File: config.mk
export PLATFORM = sky130hd
export DESIGN_NAME = id_ex_pipe_reg_flat
export DESIGN_NICKNAME = d
export VERILOG_FILES = /design/src/rtl/id_ex_pipe_reg_if.sv /design/src/rtl/id_ex_pipe_reg.sv /design/src/flat_wrapper.sv
export SDC_FILE = /design/constraint.sdc
export NUM_CORES = 1
export LEC_CHECK = 0
export BUFFER_PORTS_ARGS = -buffer_cell sky130_fd_sc_hd__buf_2
export CORE_ASPECT_RATIO = 0.7
export CORE_MARGIN = 1
export CORE_UTILIZATION = 40
export CTS_CLUSTER_DIAMETER = 100
export DETAILED_ROUTE_END_ITERATION = 8
export PLACE_DENSITY = 0.81
export REMOVE_ABC_BUFFERS = 1
export SLEW_MARGIN = 20
export SYNTH_ARGS = -nofsm -noshare
export SYNTH_HDL_FRONTEND = slang
export SYNTH_SLANG_ARGS = --single-unit
File: constraint.sdc
create_clock -name clk -period 0.93 [get_ports clk]
set_input_delay 0.093 -clock clk [delete_from_list [all_inputs] [get_ports clk]]
set_output_delay 0.093 -clock clk [all_outputs]
set_load 0.1 [all_outputs]
File: src/rtl/id_ex_pipe_reg_if.sv
// Decode->execute pipeline register bus: D-side inputs, hazard controls and E-side outputs.
interface id_ex_pipe_reg_if #(
  parameter int DW       = 32,
  parameter int AW       = 5,
  parameter int ALUSEL_W = 3
);
  logic                stallE;
  logic                flushE;

  logic                validD;
  logic                rfweD;
  logic                mtorfselD;
  logic                dmweD;
  logic                branchD;
  logic                aluinselD;
  logic                rfdselD;
  logic [ALUSEL_W-1:0] aluselD;
  logic [DW-1:0]       RFRD1D;
  logic [DW-1:0]       RFRD2D;
  logic [AW-1:0]       rtD;
  logic [AW-1:0]       rdD;
  logic [DW-1:0]       simmD;
  logic [DW-1:0]       pcoutD;

  logic                validE;
  logic                rfweE;
  logic                mtorfselE;
  logic                dmweE;
  logic                branchE;
  logic                aluinselE;
  logic                rfdselE;
  logic [ALUSEL_W-1:0] aluselE;
  logic [DW-1:0]       RFRD1E;
  logic [DW-1:0]       RFRD2E;
  logic [AW-1:0]       rtE;
  logic [AW-1:0]       rdE;
  logic [DW-1:0]       simmE;
  logic [DW-1:0]       pcoutE;

  modport master (
    output stallE, flushE,
    output validD, rfweD, mtorfselD, dmweD, branchD, aluinselD, rfdselD,
    output aluselD, RFRD1D, RFRD2D, rtD, rdD, simmD, pcoutD,
    input  validE, rfweE, mtorfselE, dmweE, branchE, aluinselE, rfdselE,
    input  aluselE, RFRD1E, RFRD2E, rtE, rdE, simmE, pcoutE
  );

  modport slave (
    input  stallE, flushE,
    input  validD, rfweD, mtorfselD, dmweD, branchD, aluinselD, rfdselD,
    input  aluselD, RFRD1D, RFRD2D, rtD, rdD, simmD, pcoutD,
    output validE, rfweE, mtorfselE, dmweE, branchE, aluinselE, rfdselE,
    output aluselE, RFRD1E, RFRD2E, rtE, rdE, simmE, pcoutE
  );
endinterface

File: src/rtl/id_ex_pipe_reg.sv
// Decode->execute pipeline register with valid bit, stall (hold) and flush (bubble).
// Optional stall/flush performance counters enabled by macro DTOE_PERF_CNT_EN.
module id_ex_pipe_reg #(
  parameter int DW       = 32,
  parameter int AW       = 5,
  parameter int ALUSEL_W = 3,
  parameter int CNT_W    = 16
) (
  input  logic             clk,
  input  logic             rst,
  id_ex_pipe_reg_if.slave  bus
`ifdef DTOE_PERF_CNT_EN
  ,
  output logic [CNT_W-1:0] stall_cnt,
  output logic [CNT_W-1:0] flush_cnt
`endif
);

  localparam int W = 7 + ALUSEL_W + 4 * DW + 2 * AW;

  if (CNT_W < 1 || DW < 1 || AW < 1 || ALUSEL_W < 1) begin : g_param_check
    $error("id_ex_pipe_reg: all width parameters must be >= 1");
  end

  logic [W-1:0] d_vec;
  logic [W-1:0] e_reg;

  // All fields travel as one flat word so load/hold/bubble apply uniformly.
  assign d_vec = {bus.validD, bus.rfweD, bus.mtorfselD, bus.dmweD, bus.branchD,
                  bus.aluinselD, bus.rfdselD, bus.aluselD, bus.RFRD1D, bus.RFRD2D,
                  bus.rtD, bus.rdD, bus.simmD, bus.pcoutD};

  assign {bus.validE, bus.rfweE, bus.mtorfselE, bus.dmweE, bus.branchE,
          bus.aluinselE, bus.rfdselE, bus.aluselE, bus.RFRD1E, bus.RFRD2E,
          bus.rtE, bus.rdE, bus.simmE, bus.pcoutE} = e_reg;

  always_ff @(posedge clk) begin
    if (rst) begin
      e_reg <= '0;
    end else if (bus.flushE) begin
      e_reg <= '0;
    end else if (!bus.stallE) begin
      e_reg <= d_vec;
    end
  end

`ifdef DTOE_PERF_CNT_EN
  logic [CNT_W-1:0] stall_cnt_reg;
  logic [CNT_W-1:0] flush_cnt_reg;

  // Counters saturate at all-ones and clear only on reset.
  always_ff @(posedge clk) begin
    if (rst) begin
      stall_cnt_reg <= '0;
      flush_cnt_reg <= '0;
    end else if (bus.flushE) begin
      if (flush_cnt_reg != '1) flush_cnt_reg <= flush_cnt_reg + 1'b1;
    end else if (bus.stallE) begin
      if (stall_cnt_reg != '1) stall_cnt_reg <= stall_cnt_reg + 1'b1;
    end
  end

  assign stall_cnt = stall_cnt_reg;
  assign flush_cnt = flush_cnt_reg;
`endif

endmodule

File: src/flat_wrapper.sv
// flat-port wrapper written by rule: the top's interface ports become plain ports
module id_ex_pipe_reg_flat 
#(
  parameter int DW       = 32,
  parameter int AW       = 5,
  parameter int ALUSEL_W = 3,
  parameter int CNT_W    = 16
)
  (clk, rst, bus_stallE, bus_flushE, bus_validD, bus_rfweD, bus_mtorfselD, bus_dmweD, bus_branchD, bus_aluinselD, bus_rfdselD, bus_aluselD, bus_RFRD1D, bus_RFRD2D, bus_rtD, bus_rdD, bus_simmD, bus_pcoutD, bus_validE, bus_rfweE, bus_mtorfselE, bus_dmweE, bus_branchE, bus_aluinselE, bus_rfdselE, bus_aluselE, bus_RFRD1E, bus_RFRD2E, bus_rtE, bus_rdE, bus_simmE, bus_pcoutE);
  id_ex_pipe_reg_if #(.DW(DW), .AW(AW), .ALUSEL_W(ALUSEL_W)) bus_i ();
  input  logic clk;
  input  logic rst;
  input wire logic [$bits(bus_i.stallE)-1:0] bus_stallE;
  input wire logic [$bits(bus_i.flushE)-1:0] bus_flushE;
  input wire logic [$bits(bus_i.validD)-1:0] bus_validD;
  input wire logic [$bits(bus_i.rfweD)-1:0] bus_rfweD;
  input wire logic [$bits(bus_i.mtorfselD)-1:0] bus_mtorfselD;
  input wire logic [$bits(bus_i.dmweD)-1:0] bus_dmweD;
  input wire logic [$bits(bus_i.branchD)-1:0] bus_branchD;
  input wire logic [$bits(bus_i.aluinselD)-1:0] bus_aluinselD;
  input wire logic [$bits(bus_i.rfdselD)-1:0] bus_rfdselD;
  input wire logic [$bits(bus_i.aluselD)-1:0] bus_aluselD;
  input wire logic [$bits(bus_i.RFRD1D)-1:0] bus_RFRD1D;
  input wire logic [$bits(bus_i.RFRD2D)-1:0] bus_RFRD2D;
  input wire logic [$bits(bus_i.rtD)-1:0] bus_rtD;
  input wire logic [$bits(bus_i.rdD)-1:0] bus_rdD;
  input wire logic [$bits(bus_i.simmD)-1:0] bus_simmD;
  input wire logic [$bits(bus_i.pcoutD)-1:0] bus_pcoutD;
  output wire logic [$bits(bus_i.validE)-1:0] bus_validE;
  output wire logic [$bits(bus_i.rfweE)-1:0] bus_rfweE;
  output wire logic [$bits(bus_i.mtorfselE)-1:0] bus_mtorfselE;
  output wire logic [$bits(bus_i.dmweE)-1:0] bus_dmweE;
  output wire logic [$bits(bus_i.branchE)-1:0] bus_branchE;
  output wire logic [$bits(bus_i.aluinselE)-1:0] bus_aluinselE;
  output wire logic [$bits(bus_i.rfdselE)-1:0] bus_rfdselE;
  output wire logic [$bits(bus_i.aluselE)-1:0] bus_aluselE;
  output wire logic [$bits(bus_i.RFRD1E)-1:0] bus_RFRD1E;
  output wire logic [$bits(bus_i.RFRD2E)-1:0] bus_RFRD2E;
  output wire logic [$bits(bus_i.rtE)-1:0] bus_rtE;
  output wire logic [$bits(bus_i.rdE)-1:0] bus_rdE;
  output wire logic [$bits(bus_i.simmE)-1:0] bus_simmE;
  output wire logic [$bits(bus_i.pcoutE)-1:0] bus_pcoutE;
  assign bus_i.stallE = bus_stallE;
  assign bus_i.flushE = bus_flushE;
  assign bus_i.validD = bus_validD;
  assign bus_i.rfweD = bus_rfweD;
  assign bus_i.mtorfselD = bus_mtorfselD;
  assign bus_i.dmweD = bus_dmweD;
  assign bus_i.branchD = bus_branchD;
  assign bus_i.aluinselD = bus_aluinselD;
  assign bus_i.rfdselD = bus_rfdselD;
  assign bus_i.aluselD = bus_aluselD;
  assign bus_i.RFRD1D = bus_RFRD1D;
  assign bus_i.RFRD2D = bus_RFRD2D;
  assign bus_i.rtD = bus_rtD;
  assign bus_i.rdD = bus_rdD;
  assign bus_i.simmD = bus_simmD;
  assign bus_i.pcoutD = bus_pcoutD;
  assign bus_validE = bus_i.validE;
  assign bus_rfweE = bus_i.rfweE;
  assign bus_mtorfselE = bus_i.mtorfselE;
  assign bus_dmweE = bus_i.dmweE;
  assign bus_branchE = bus_i.branchE;
  assign bus_aluinselE = bus_i.aluinselE;
  assign bus_rfdselE = bus_i.rfdselE;
  assign bus_aluselE = bus_i.aluselE;
  assign bus_RFRD1E = bus_i.RFRD1E;
  assign bus_RFRD2E = bus_i.RFRD2E;
  assign bus_rtE = bus_i.rtE;
  assign bus_rdE = bus_i.rdE;
  assign bus_simmE = bus_i.simmE;
  assign bus_pcoutE = bus_i.pcoutE;
  id_ex_pipe_reg #(.DW(DW), .AW(AW), .ALUSEL_W(ALUSEL_W), .CNT_W(CNT_W)) u_core (.clk(clk), .rst(rst), .bus(bus_i));
endmodule
==> metrics.md <==
| Metric | Value |
|---|---|
| Switching power | 5750 uW |
| Total track usage | 0.340 |
| Clock group share of total power | 0.397 |
| Post-synthesis mux area share | 0.276 |
| PD cells | 1560 nW/um2 |
| Slew @ Worst Pin | 0.435 ns |
| Max-Cap Viols | 0 |
| Starting Density | 0.421 |
| Prevailing post-synth register cell | dfxtp_1 |
| Adder-cell share of the synthesized area | 0 |
| Hold Path Origin | bus_pcoutD[7] |
| Synth Area in XOR/XNOR | 0 |
| Synth unique cells | 8 |
| Hold Vio Cnt, Final | 0 |
| Final non-filler cell total | 1134 |
| Synth top area share | 0.553 |
| # clock sinks | 148 |
| Element type at the critical path end | register |
| Setup ws final | -0.175 ns |
| Yosys warning count | 0 |
| Worst IR Drop VDD | 1.68 mV |
| Share of layout cells above drive strength 1 | 0.548 |
| Critical path origin | u_core.e_reg[18] |
| Largest family of logic cells by synthesized area | multiplexers |
| Clock transition at path regs | 0.07 ns |
| Slew Limit Headroom | 0.702 |
| Die Height | 98.8 um |
| Ant. Diodes | 0 |
| Ys async rst share | 0 |
| Switching Fraction | 0.312 |
| Status | complete, but fails checks |
| Final Max Tran Viols | 0 |
| Worst Skew | 0 ns |
| R2r startpoint | u_core.e_reg[18] |
| CTS Buf Count | 17 |
| Register-to-Register Path Depth | 3 |
| Worst setup path class | register to register |
| Clk Latency, worst-skew pair | 0.40 ns |
| 1st-iter DRT viols | 289 |
| Grt ovf | 0 |
| Post-synth top cells | 148 x dfxtp_1, 148 x mux2i_1, 148 x nor2_1 |
| Peak Freq | 905 MHz |
| Simple-Gate Fraction of Synth Area | 0.105 |
| Initial antenna violation count | 0 |
| Crit path max fanout | 2 |
| Req. time, crit path | 1.20 ns |
| Nets | 1111 |
| Cell Area, Synth | 5360 um2 |
| Internal power | 12700 uW |
| CTS tree | yes |
| Vias in the first global route | 6280 |
| Final setup fails | 152 |
| RSZ-0062 raised after global routing | yes |
| Detailed-route wire length | 26.8 mm |
| DP Cell Count | 920 |
| Failing checks | negative setup slack |
| Routed Antenna Nets | 0 |
| Maximum clock insertion buffer count | 2 |
| Synth top area cells | dfxtp_1 55%, mux2i_1 28%, nor2_1 10% |
| First-pass GRT wire length | 35.6 mm |
| Worst Hold Depth | 3 |
| Routed len/inst | 23.6 um |
| Routed vias/inst | 5.07 |
| Top Ports | 300 |
| Sequential-to-total area share from yosys stat | 0.553 |
| CP Launch Type | register |
| Mapped Cells | 479 |
| Sequential Power Share | 0.366 |
| Site Rows | 34 |
| Routability Congestion | 0.762 |
| DRC | 0 |
| Die ar. | 13900 um2 |
| Htree depth | 4 |
| Dpl ws | -0.0845 ns |
| Die width | 140 um |
| Placeable Area | 12700 um2 |
| IO Port Bufs | 299 |
| Largest net degree at the start of global routing | 68 |
| Post-synthesis compound-gate area fraction | 0 |
| WP data arrival | 1.38 ns |
| Mapped Avg Cell Area | 11.2 um2 |
| #FFs+latches synth | 148 |
| P_leak | 0.00537 uW |
| Count of flip-flops with a built-in enable after synthesis | 0 |
| Via Count | 5748 |
| Max reg flops | 148 |
| Tmin final | 1.11 ns |
| CTS Root Cell | clkbuf_16 |
| HP Class | input pin to register |
| Tcrit/Tclk final | 1.19 |
| Drt pass-1 iters | 5 |
| Combinational share of power | 0.237 |
| Final HPWL DP | 12.5 mm |
| Filler cells | 367 |
| Cell taking the most area after synthesis | dfxtp_1 |
| Synth-to-Final Area Change | 120% |
## final timing paths
kind              slack [ns]           endpoint
hold reg to reg         0.53  u_core.e_reg[128]
setup / recovery       -0.18   u_core.e_reg[18]
hold / removal          0.08    u_core.e_reg[7]
setup reg to reg       -0.18   u_core.e_reg[18]
## critical path, cell delays in order (launching register included)
cell	delay, ns
dfxtp_4	0.36
buf_4	0.13
mux2i_1	0.36
nor2_1	0.11
## timing repair
| item | 4_1_cts | 5_1_grt |
|---|---|---|
| hold endpoints to repair | 147 | 0 |
| hold buffers | 147 | 0 |
| setup endpoints to repair | 148 | 149 |
| gates resized for setup | 149 | 46 |
| cloned | 0 | 0 |
| pin swaps | 0 | 0 |
| setup buffers | 9 | 26 |
## final cells by class
class / count / area, um2 / area share
clock buffer: 18 / 439 / 0.0372
clock inverter: 14 / 178 / 0.0151
multi-input combinational: 297 / 2060 / 0.175
sequential: 148 / 3260 / 0.276
tap: 162 / 203 / 0.0172
timing repair buffer: 495 / 5670 / 0.480
## through the flow
stage	hold slack (ns)	utilization	total power, uW	setup TNS, ns	area, um2
2_1_floorplan	0.237	-	8820	-287.07	5010
3_3_place_gp	0.319	0.719	10400	0	9140
3_5_place_dp	0.334	0.719	10500	-0.933	9140
4_1_cts	0.00719	0.903	18100	-17.04	11500
5_1_grt	0.0743	0.928	18900	-20.57	11800
6_report	0.0820	0.928	18500	-16.05	11800
## cell usage in the layout (no fill, tap or decap)
cell type	count
buf_12	156
buf_2	150
nor2_1	148
dlygate4sd3_1	147
mux2i_1	144
dfxtp_2	105
dfxtp_4	43
buf_4	41
clkbuf_16	17
mux2i_2	4
clkinv_4	4
bufinv_16	3
clkinvlp_4	3
clkinv_2	2
clkbuf_8	2
or2_4	1
inv_6	1
inv_8	1
## cells by family (layout without fill, tap and decap cells)
| logic type | after synthesis | count (layout) |
|---|---|---|
| simple gates | 149 | 149 |
| mux | 148 | 148 |
| flops | 148 | 148 |
| buf+inv | 34 | 527 |
## power by group through the flow
stage	sequential [uW]	clock, uW	combinational, uW
after floorplan	8300	0	520
after global placement	6900	0	3500
after detailed placement	6920	0	3570
after CTS	6820	7190	4100
after global routing	6770	7680	4490
final	6760	7320	4380
## routing by layer
layer / GRT usage / vias up / wire [um]
met3: 0.102 / 106 / 1990
li1: - / 2547 / -
met1: 0.346 / 2762 / 9530
met2: 0.653 / 333 / 14000
met4: 0.132 / 0 / 1250
met5: 0 / - / 0
(Power assumes the default switching activity.)
